==> src/rtl/mileage_odometer_if.sv <==
// -----------------------------------------------------------------------------
// mileage_odometer_if
//
// Groups the motion-qualifier inputs and the odometer outputs of
// mileage_odometer into one bundle.
//
// Signals:
//   enable        : high while the car FSM is in its moving state
//   move_forward  : registered forward command from the car top level
//   move_backward : registered backward command from the car top level
//   clear         : synchronous clear of distance, prescaler and overflow
//   bcd           : packed BCD distance, digit 0 in [3:0]
//   unit_pulse    : one-cycle pulse coincident with each new bcd value
//   running       : high while the odometer is accumulating
//   overflow      : sticky flag, set when the count passes its maximum
//
// Modports:
//   master : car-side producer of the motion inputs, consumer of the outputs
//   slave  : the odometer itself
// -----------------------------------------------------------------------------
interface mileage_odometer_if #(
  parameter int unsigned DIGITS = 8
);
  logic                  enable;
  logic                  move_forward;
  logic                  move_backward;
  logic                  clear;
  logic [4*DIGITS-1:0]   bcd;
  logic                  unit_pulse;
  logic                  running;
  logic                  overflow;

  modport master (
    output enable,
    output move_forward,
    output move_backward,
    output clear,
    input  bcd,
    input  unit_pulse,
    input  running,
    input  overflow
  );

  modport slave (
    input  enable,
    input  move_forward,
    input  move_backward,
    input  clear,
    output bcd,
    output unit_pulse,
    output running,
    output overflow
  );
endinterface

==> src/rtl/mileage_odometer.sv <==
// -----------------------------------------------------------------------------
// mileage_odometer
//
// Accumulates absolute travelled distance as a packed BCD odometer. Forward
// and reverse motion both add. A prescaler counts clk cycles of qualified
// motion; every TICKS_PER_UNIT such cycles the BCD value advances by one.
// The BCD vector drives the 7-segment display block directly.
//
// Parameters:
//   TICKS_PER_UNIT : clk cycles of valid motion per distance unit (>= 2)
//   DIGITS         : number of BCD digits (bcd width is 4*DIGITS)
//
// Ports:
//   clk   : system clock
//   rst_n : asynchronous active-low reset
//   bus   : mileage_odometer_if.slave
//             enable, move_forward, move_backward, clear  (inputs)
//             bcd, unit_pulse, running, overflow          (outputs)
//
// Build option:
//   MILEAGE_SATURATE_EN : when defined, a unit completed at all-9s leaves the
//                         count at all-9s, sets overflow and parks the FSM in
//                         ST_FULL until clear or reset. When undefined the
//                         count wraps to zero and overflow sets (sticky).
// -----------------------------------------------------------------------------
module mileage_odometer #(
  parameter int unsigned TICKS_PER_UNIT = 100000000,
  parameter int unsigned DIGITS         = 8
) (
  input  logic              clk,
  input  logic              rst_n,
  mileage_odometer_if.slave bus
);

  // Prescaler width; a floor of 1 bit keeps the vector legal for small counts.
  localparam int unsigned PW = (TICKS_PER_UNIT > 2) ? $clog2(TICKS_PER_UNIT) : 1;
  localparam logic [PW-1:0] TERM = PW'(TICKS_PER_UNIT - 1);
  localparam logic [PW-1:0] ONE  = PW'(1);

`ifdef MILEAGE_SATURATE_EN
  typedef enum logic [1:0] {
    ST_IDLE = 2'd0,
    ST_RUN  = 2'd1,
    ST_FULL = 2'd2
  } state_t;
`else
  typedef enum logic [1:0] {
    ST_IDLE = 2'd0,
    ST_RUN  = 2'd1
  } state_t;
`endif

  state_t              state;
  logic [PW-1:0]       presc;
  logic [4*DIGITS-1:0] bcd_q;
  logic                pulse_q;
  logic                running_q;
  logic                overflow_q;

  logic                go;
  logic                terminal;
  logic [4*DIGITS-1:0] bcd_inc;
  logic                all_nines;

  // Both directions at once, or neither, is not motion.
  assign go = bus.enable & (bus.move_forward ^ bus.move_backward);

  // Only a prescaler already accumulating in ST_RUN can complete a unit.
  assign terminal = (state == ST_RUN) && go && (presc == TERM);

  // Single-cycle ripple-carry BCD increment. The carry out of the top digit
  // is exactly the all-9s condition, so it doubles as the overflow detector.
  always_comb begin
    logic       carry;
    logic [3:0] digit;
    bcd_inc = '0;
    carry   = 1'b1;
    digit   = '0;
    for (int unsigned i = 0; i < DIGITS; i++) begin
      digit = bcd_q[4*i +: 4];
      if (carry) begin
        if (digit >= 4'd9) begin
          bcd_inc[4*i +: 4] = 4'd0;
        end else begin
          bcd_inc[4*i +: 4] = digit + 4'd1;
          carry             = 1'b0;
        end
      end else begin
        bcd_inc[4*i +: 4] = digit;
      end
    end
    all_nines = carry;
  end

  // FSM, prescaler and all outputs share one register block so that running,
  // unit_pulse and bcd change on the same edge as the state they describe.
  always_ff @(posedge clk or negedge rst_n) begin
    if (!rst_n) begin
      state      <= ST_IDLE;
      presc      <= '0;
      bcd_q      <= '0;
      pulse_q    <= 1'b0;
      running_q  <= 1'b0;
      overflow_q <= 1'b0;
    end else if (bus.clear) begin
      // Takes priority over a coincident terminal count: no pulse, no carry.
      state      <= ST_IDLE;
      presc      <= '0;
      bcd_q      <= '0;
      pulse_q    <= 1'b0;
      running_q  <= 1'b0;
      overflow_q <= 1'b0;
    end else begin
      pulse_q <= 1'b0;
      case (state)
        ST_IDLE: begin
          // Prescaler holds so fractional distance survives a stop. The
          // transition cycle itself does not advance the prescaler.
          if (go) begin
            state     <= ST_RUN;
            running_q <= 1'b1;
          end
        end

        ST_RUN: begin
          if (!go) begin
            state     <= ST_IDLE;
            running_q <= 1'b0;
          end else if (terminal) begin
            presc <= '0;
`ifdef MILEAGE_SATURATE_EN
            if (all_nines) begin
              // The count cannot change, so no pulse accompanies saturation.
              overflow_q <= 1'b1;
              state      <= ST_FULL;
              running_q  <= 1'b0;
            end else begin
              bcd_q   <= bcd_inc;
              pulse_q <= 1'b1;
            end
`else
            bcd_q   <= bcd_inc;
            pulse_q <= 1'b1;
            if (all_nines) begin
              overflow_q <= 1'b1;
            end
`endif
          end else begin
            presc <= presc + ONE;
          end
        end

`ifdef MILEAGE_SATURATE_EN
        ST_FULL: begin
          // Parked until clear or reset; motion is ignored.
          presc     <= '0;
          running_q <= 1'b0;
        end
`endif

        default: begin
          state     <= ST_IDLE;
          running_q <= 1'b0;
        end
      endcase
    end
  end

  assign bus.bcd        = bcd_q;
  assign bus.unit_pulse = pulse_q;
  assign bus.running    = running_q;
  assign bus.overflow   = overflow_q;

endmodule

==> src/flat_wrapper.sv <==
// flat-port wrapper written by rule: the top's interface ports become plain ports
module mileage_odometer_flat 
#(
  parameter int unsigned TICKS_PER_UNIT = 100000000,
  parameter int unsigned DIGITS         = 8
)
  (clk, rst_n, bus_enable, bus_move_forward, bus_move_backward, bus_clear, bus_bcd, bus_unit_pulse, bus_running, bus_overflow);
  mileage_odometer_if #(.DIGITS(DIGITS)) bus_i ();
  input  logic clk;
  input  logic rst_n;
  input wire logic [$bits(bus_i.enable)-1:0] bus_enable;
  input wire logic [$bits(bus_i.move_forward)-1:0] bus_move_forward;
  input wire logic [$bits(bus_i.move_backward)-1:0] bus_move_backward;
  input wire logic [$bits(bus_i.clear)-1:0] bus_clear;
  output wire logic [$bits(bus_i.bcd)-1:0] bus_bcd;
  output wire logic [$bits(bus_i.unit_pulse)-1:0] bus_unit_pulse;
  output wire logic [$bits(bus_i.running)-1:0] bus_running;
  output wire logic [$bits(bus_i.overflow)-1:0] bus_overflow;
  assign bus_i.enable = bus_enable;
  assign bus_i.move_forward = bus_move_forward;
  assign bus_i.move_backward = bus_move_backward;
  assign bus_i.clear = bus_clear;
  assign bus_bcd = bus_i.bcd;
  assign bus_unit_pulse = bus_i.unit_pulse;
  assign bus_running = bus_i.running;
  assign bus_overflow = bus_i.overflow;
  mileage_odometer #(.TICKS_PER_UNIT(TICKS_PER_UNIT), .DIGITS(DIGITS)) u_core (.clk(clk), .rst_n(rst_n), .bus(bus_i));
endmodule
==> config.mk <==
export PLATFORM = sky130hd
export DESIGN_NAME = mileage_odometer_flat
export DESIGN_NICKNAME = d
export VERILOG_FILES = /design/src/rtl/mileage_odometer_if.sv /design/src/rtl/mileage_odometer.sv /design/src/flat_wrapper.sv
export SDC_FILE = /design/constraint.sdc
export NUM_CORES = 1
export LEC_CHECK = 0
export ABC_CLOCK_PERIOD_IN_PS = 2510
export BUFFER_PORTS_ARGS = -buffer_cell sky130_fd_sc_hd__buf_2
export CAP_MARGIN = 20
export CORE_ASPECT_RATIO = 1.5
export CORE_UTILIZATION = 34
export DETAILED_ROUTE_END_ITERATION = 12
export GPL_ROUTABILITY_DRIVEN = 0
export SLEW_MARGIN = 10
export SYNTH_ARGS = -nofsm -noshare
export SYNTH_HDL_FRONTEND = slang
export SYNTH_SLANG_ARGS = --single-unit
==> constraint.sdc <==
create_clock -name clk -period 2.51 [get_ports clk]
set_input_delay 0.3765 -clock clk [delete_from_list [all_inputs] [get_ports clk]]
set_output_delay 0.3765 -clock clk [all_outputs]
set_load 0.1 [all_outputs]
---- Word-level counts from Yosys, hierarchy flattened ----
Cells that the tools add are included.
storage, ports and cells
  register bits after elaboration ......... 64
  output and inout bits ................... 35
operators by class
  multiplexer cells ....................... 55
  $lt $le $gt $ge ......................... 8
  eq/ne operators ......................... 4
  bitwise logic cells ..................... 2
  reductions and logical operators ........ 25
  add/subtract/negate cells ............... 9
operator list
  cell                     count
  $mux W32                 4
  $mux W27                 4
  $mux W4                  15
  $add A4 B1 Y4 const B    8
  $ge A4 B4 Y1 const B     8
  $reduce_and A4 Y1        8
  $add A27 B1 Y27 const B  1
  $eq A27 B27 Y1 const B   1
  $mux W1                  27
  $reduce_bool A2 Y1       11
  $mux W2                  3
  $pmux W2 S2              1
  $reduce_and A2 Y1        2
  $ne A3 B2 Y1 const B     1
  $ne A3 B3 Y1 const B     1
  $reduce_and A3 Y1        1
  $eq A2 B1 Y1 const B     1
  $logic_and A1 B1 Y1      2
  $logic_not A2 Y1         1
  $pmux W1 S2              1
  $and A1 B1 Y1            1
  $xor A1 B1 Y1            1

---- Depth between registers and ports, before layout ----
  depth in word-level cells ............... 14
  depth in mapped cells ................... 8

---- Worst setup path after synthesis ----
OpenSTA, ideal clock, no wires.
  path kind ............................... register to register
  from .................................... register u_core.bcd_q[12] (netlist: u_core.bus.bcd[12])
  to ...................................... register u_core.bcd_q[24] (netlist: u_core.bus.bcd[24])
  path slack .............................. -0.558 ns
  data arrival time ....................... 2.944 ns
  stages on the path, launching flop included .. 9
  period minus slack after synthesis ...... 3.068 ns
  cell sequence ........................... dfrtp_1 inv_1 ha_1 or3b_2 nand2_1 or3_1 clkbuf_1 nor3_1 mux2_2
between the ends
  longest elaborated chain between the ends .. 7
RTL lines
  element                       RTL line                 source
  start, declared               mileage_odometer.sv:55   logic [4*DIGITS-1:0] bcd_q;
  start signal, assigned        mileage_odometer.sv:142  bcd_q <= bcd_inc;
  $ge A4 B4 Y1                  mileage_odometer.sv:82   if (digit >= 4'd9) begin
  $mux W1                       mileage_odometer.sv:82
  $mux W1 (3 in a row)          mileage_odometer.sv:81   if (carry) begin
  $reduce_bool A2 Y1 (no line)  -
  $reduce_and A4 Y1 (no line)   -
No other way between the ends.
A chain may end at the register's enable or synchronous reset.

---- Worst setup path in the final report ----
  from .................................... register u_core.bcd_q[0] (netlist: u_core.bus.bcd[0])
  to ...................................... register u_core.bcd_q[30] (netlist: u_core.bus.bcd[30])
between the ends
  longest elaborated chain between the ends .. 10
RTL lines
  element                       RTL line
  $ge A4 B4 Y1                  mileage_odometer.sv:82
  $mux W1                       mileage_odometer.sv:82
  $mux W1 (6 in a row)          mileage_odometer.sv:81
  $reduce_bool A2 Y1 (no line)  -
  $reduce_and A4 Y1 (no line)   -
No other way between the ends.

==> impl_metrics.yaml <==
timing:
  finClkSkew_ns: 0.00295
  finalHoldViolCount: 0
  rsz0062_at_grt: "no"
  min_period_ns: 2.32
  max_freq_mhz: 430
  relSlewSlack_pct: 64.6
  fin_crit_sh_pct: 92.6
  slew_violations: 0
  tightest_slew_ns: 0.526
  setup_viol: 0
synthesis:
  synth_area_per_cell_um2: 8.98
  synth_mux_area_share_pct: 0.568
  synthCells: 417
  synth_fa_ha_area_share_pct: 8.35
  syn_nets: 448
  netlist_top_cells_count: "dfrtp_1, nor2_1, nand4_1, a21oi_1, nand2_1"
  syn-cell-area_um2: 3750
  synth_most_common_cell: "dfrtp_1"
  ys_seq_area_share_pct: 41.4
  synthSimpleGateAreaFrac_pct: 29.9
  netlist.area_leader.share_pct: 41.4
  synth.distinct_cells: 42
  synthXorXnorAreaFrac_pct: 5.14
  ys_top_cells_by_area: "dfrtp_1, ha_1, nand4_1"
  synth_top_family_by_area: "simple AND/OR/NAND/NOR gates"
  yosys_most_used_dff: "dfrtp_1"
  synth_compound_area_share_pct: 10.9
  async_flop_share_pct: 100
  synth_edf_count: 0
  synth-seq-cells: 62
  netlist.top_cell.by_area: "dfrtp_1"
  yosys_warnings: 0
critical_path:
  end_kind: "register"
  critPathMaxStageDelay_ns: 0.64
  cp.arrival_ns: 2.54
  timing.rr.end: "u_core.bus.bcd[30]$_DFFE_PN0P_"
  cp_slowest_cell: "or4_1"
  reg2reg_depth: 8
  worstPathCellList: "inv_1 -> ha_1 -> or3b_2 -> nand4_1 -> buf_4 -> or4_1 -> o31ai_1 -> a21oi_1"
  reg2reg_slack_ns: 0.19
  critPathBufInv: 2
  cp_max_fo: 11
  crit_type: "reg2reg"
  critPathLaunchType: "register"
  r2r-start: "u_core.bus.bcd[0]$_DFFE_PN0P_"
  critPathTopFamily: "simple AND/OR/NAND/NOR gates"
  required_ns: 2.73
power:
  ir_drop_v: 0.000312
  power_uw: 2410
  power_per_cell_area_nw_per_um2: 521
  p_leak_uw: 0.00193
finish:
  nNetsFinal: 505
  syn_to_final_growth_pct: 23.3
  finalNonFillerCells: 623
  drive_gt1_share_pct: 23.6
  final_area_um2: 4620
  n_antenna_cell: 0
floorplan:
  rows: 46
  dieHeight_um: 131
  io_pins: 41
  initial_utilization_pct: 35.2
  coreArea_um2: 10600
  die_area_um2: 11500
  fp.dieW_um: 87.7
run_status:
  status: "completed"
routing:
  vias: 3387
  wl_per_cell_um: 15.8
  routed_wl_mm: 9.83
  drt_iter0_markers: 161
  drt-vias-per-instance: 5.44
  firstDrtPassIters: 4
  drc: 0
  ant_nets: 0
clock_tree:
  cts_hold_buf: 0
  clk_pin_slew_ns: 0.05
  htree_levels: 3
  root_buffer: "clkbuf_16"
  cts_tree: "yes"
  clock-sinks: 62
  cts_buffer_depth: 2
  worstSkewPairLatency_ns: 0.34
  cts-buffers-inserted: 9
global_route:
  grt_start_max_net_pins: 63
  grt_pass1_wl_mm: 16.6
  grt_pass1_vias: 3413
  antenna_found_initial: 0
  grtUsageTotal_pct: 18.8
  overflow: 0
placement:
  dp_cells: 607
  placed_area_um2: 4290
  hpwl_mm: 6.97
  port_buffers: 40
worst_hold_path:
  hold_class: "in2async"
job:
  maxCapViolCount: 0
## worst reg2reg max path: stages (launching register included)
cell and delay [ns]:
dfrtp_4 0.44, inv_1 0.06, ha_1 0.18, or3b_2 0.20
nand4_1 0.11, buf_4 0.20, or4_1 0.64, o31ai_1 0.28
a21oi_1 0.09
## cells in the final DEF, fill, tap and decap left out, types with 2 or more instances in the layout
cell type / synthesis / layout
a21oi_1: 28 / 28
a31oi_1: 8 / 8
a41oi_1: 2 / 2
and2_1: 3 / 3
and3_1: 5 / 5
and4_1: 4 / 4
buf_2: 2 / 40
buf_4: 0 / 20
clkbuf_16: 0 / 9
clkbuf_8: 0 / 4
clkinv_2: 0 / 2
dfrtp_1: 62 / 41
dfrtp_2: 0 / 11
dfrtp_4: 0 / 10
ha_1: 25 / 25
inv_1: 22 / 22
nand2_1: 26 / 26
nand3_1: 18 / 18
nand4_1: 35 / 35
nand4b_1: 2 / 2
nor2_1: 41 / 41
nor2b_1: 7 / 7
nor3_1: 22 / 20
nor3_2: 0 / 2
nor4_1: 10 / 10
nor4b_1: 2 / 2
o21a_1: 3 / 3
o21ai_0: 14 / 14
o31ai_1: 11 / 11
or3_1: 6 / 6
or3b_2: 6 / 6
or4_1: 5 / 5
xnor2_1: 11 / 11
xor2_1: 11 / 11
## area by class of cell
class,instances,area [um2]
multi-input cells,318,2060
fillers,1068,6030
clock inverters,3,40.0
repair buffers,61,370
flip-flops and latches,62,1600
inverters,22,82.6
clock buffers,13,280
well taps,144,180
## per-stage QoR
step | setup WS (ns) | setup TNS [ns] | util [%] | hold WS, ns
global placement | 0.237 | 0 | 40.3 | 0.422
finish | 0.186 | 0 | 43.4 | 0.0328
global route | 0.0521 | 0 | 43.4 | 0.0819
floorplan | -0.00965 | -0.00965 | - | 0.0809
detailed placement | 0.167 | 0 | 40.3 | 0.420
CTS | 0.177 | 0 | 43.3 | 0.0685
## flip-flops by register name (all words and copies together), names as in the netlist
| name | count |
|---|---|
| u_core.bus.running | 1 |
| u_core.bus.unit_pulse | 1 |
| u_core.bus.overflow | 1 |
| u_core.presc | 27 |
| u_core.bus.bcd | 32 |
## logic make-up after synthesis
family / after synthesis
AND/OR/NAND/NOR: 200
AO/OA/AOI/OAI: 69
flip-flops: 62
buffers and inverters: 37
adder cells (fa/ha/maj): 25
XOR/XNOR: 22
multiplexers: 2
## worst max path at each step
stage / from / endpoint / slack [ns] / cells after the start
detailed placement: u_core.bus.bcd[0]$_DFFE_PN0P_ / u_core.bus.bcd[22]$_DFFE_PN0P_ / 0.17 / 8
global placement: u_core.bus.bcd[0]$_DFFE_PN0P_ / u_core.bus.bcd[30]$_DFFE_PN0P_ / 0.24 / 8
CTS: u_core.bus.bcd[0]$_DFFE_PN0P_ / u_core.bus.bcd[22]$_DFFE_PN0P_ / 0.18 / 8
finish: u_core.bus.bcd[0]$_DFFE_PN0P_ / u_core.bus.bcd[30]$_DFFE_PN0P_ / 0.19 / 8
global route: u_core.bus.bcd[0]$_DFFE_PN0P_ / u_core.bus.bcd[30]$_DFFE_PN0P_ / 0.05 / 8
floorplan: u_core.bus.bcd[12]$_DFFE_PN0P_ / u_core.bus.bcd[24]$_DFFE_PN0P_ / -0.01 / 8
## per-layer routing
layer | wire, um | track usage [%] | vias to the layer above | share of wire [%]
li1 | - | - | 1634 | -
met1 | 4050 | 21.3 | 1668 | 41
met2 | 5260 | 34.0 | 66 | 54
met3 | 216 | 2.32 | 19 | 2.2
met4 | 298 | 10.1 | 0 | 3.0
met5 | 0 | 0 | - | 0
## where the power goes
part	total, uW	internal [uW]	switching [uW]
sequential	1000	1000	1.53
clock	1320	873	451
combinational	81.7	18.7	63.0
## timing repair
item | in CTS | in global routing
setup endpoints to repair | 0 | 1
hold endpoints to repair | 0 | 0
setup buffers | 0 | 0
gates resized for setup | 0 | 1
No activity file was read; power rests on OpenSTA's default activity.
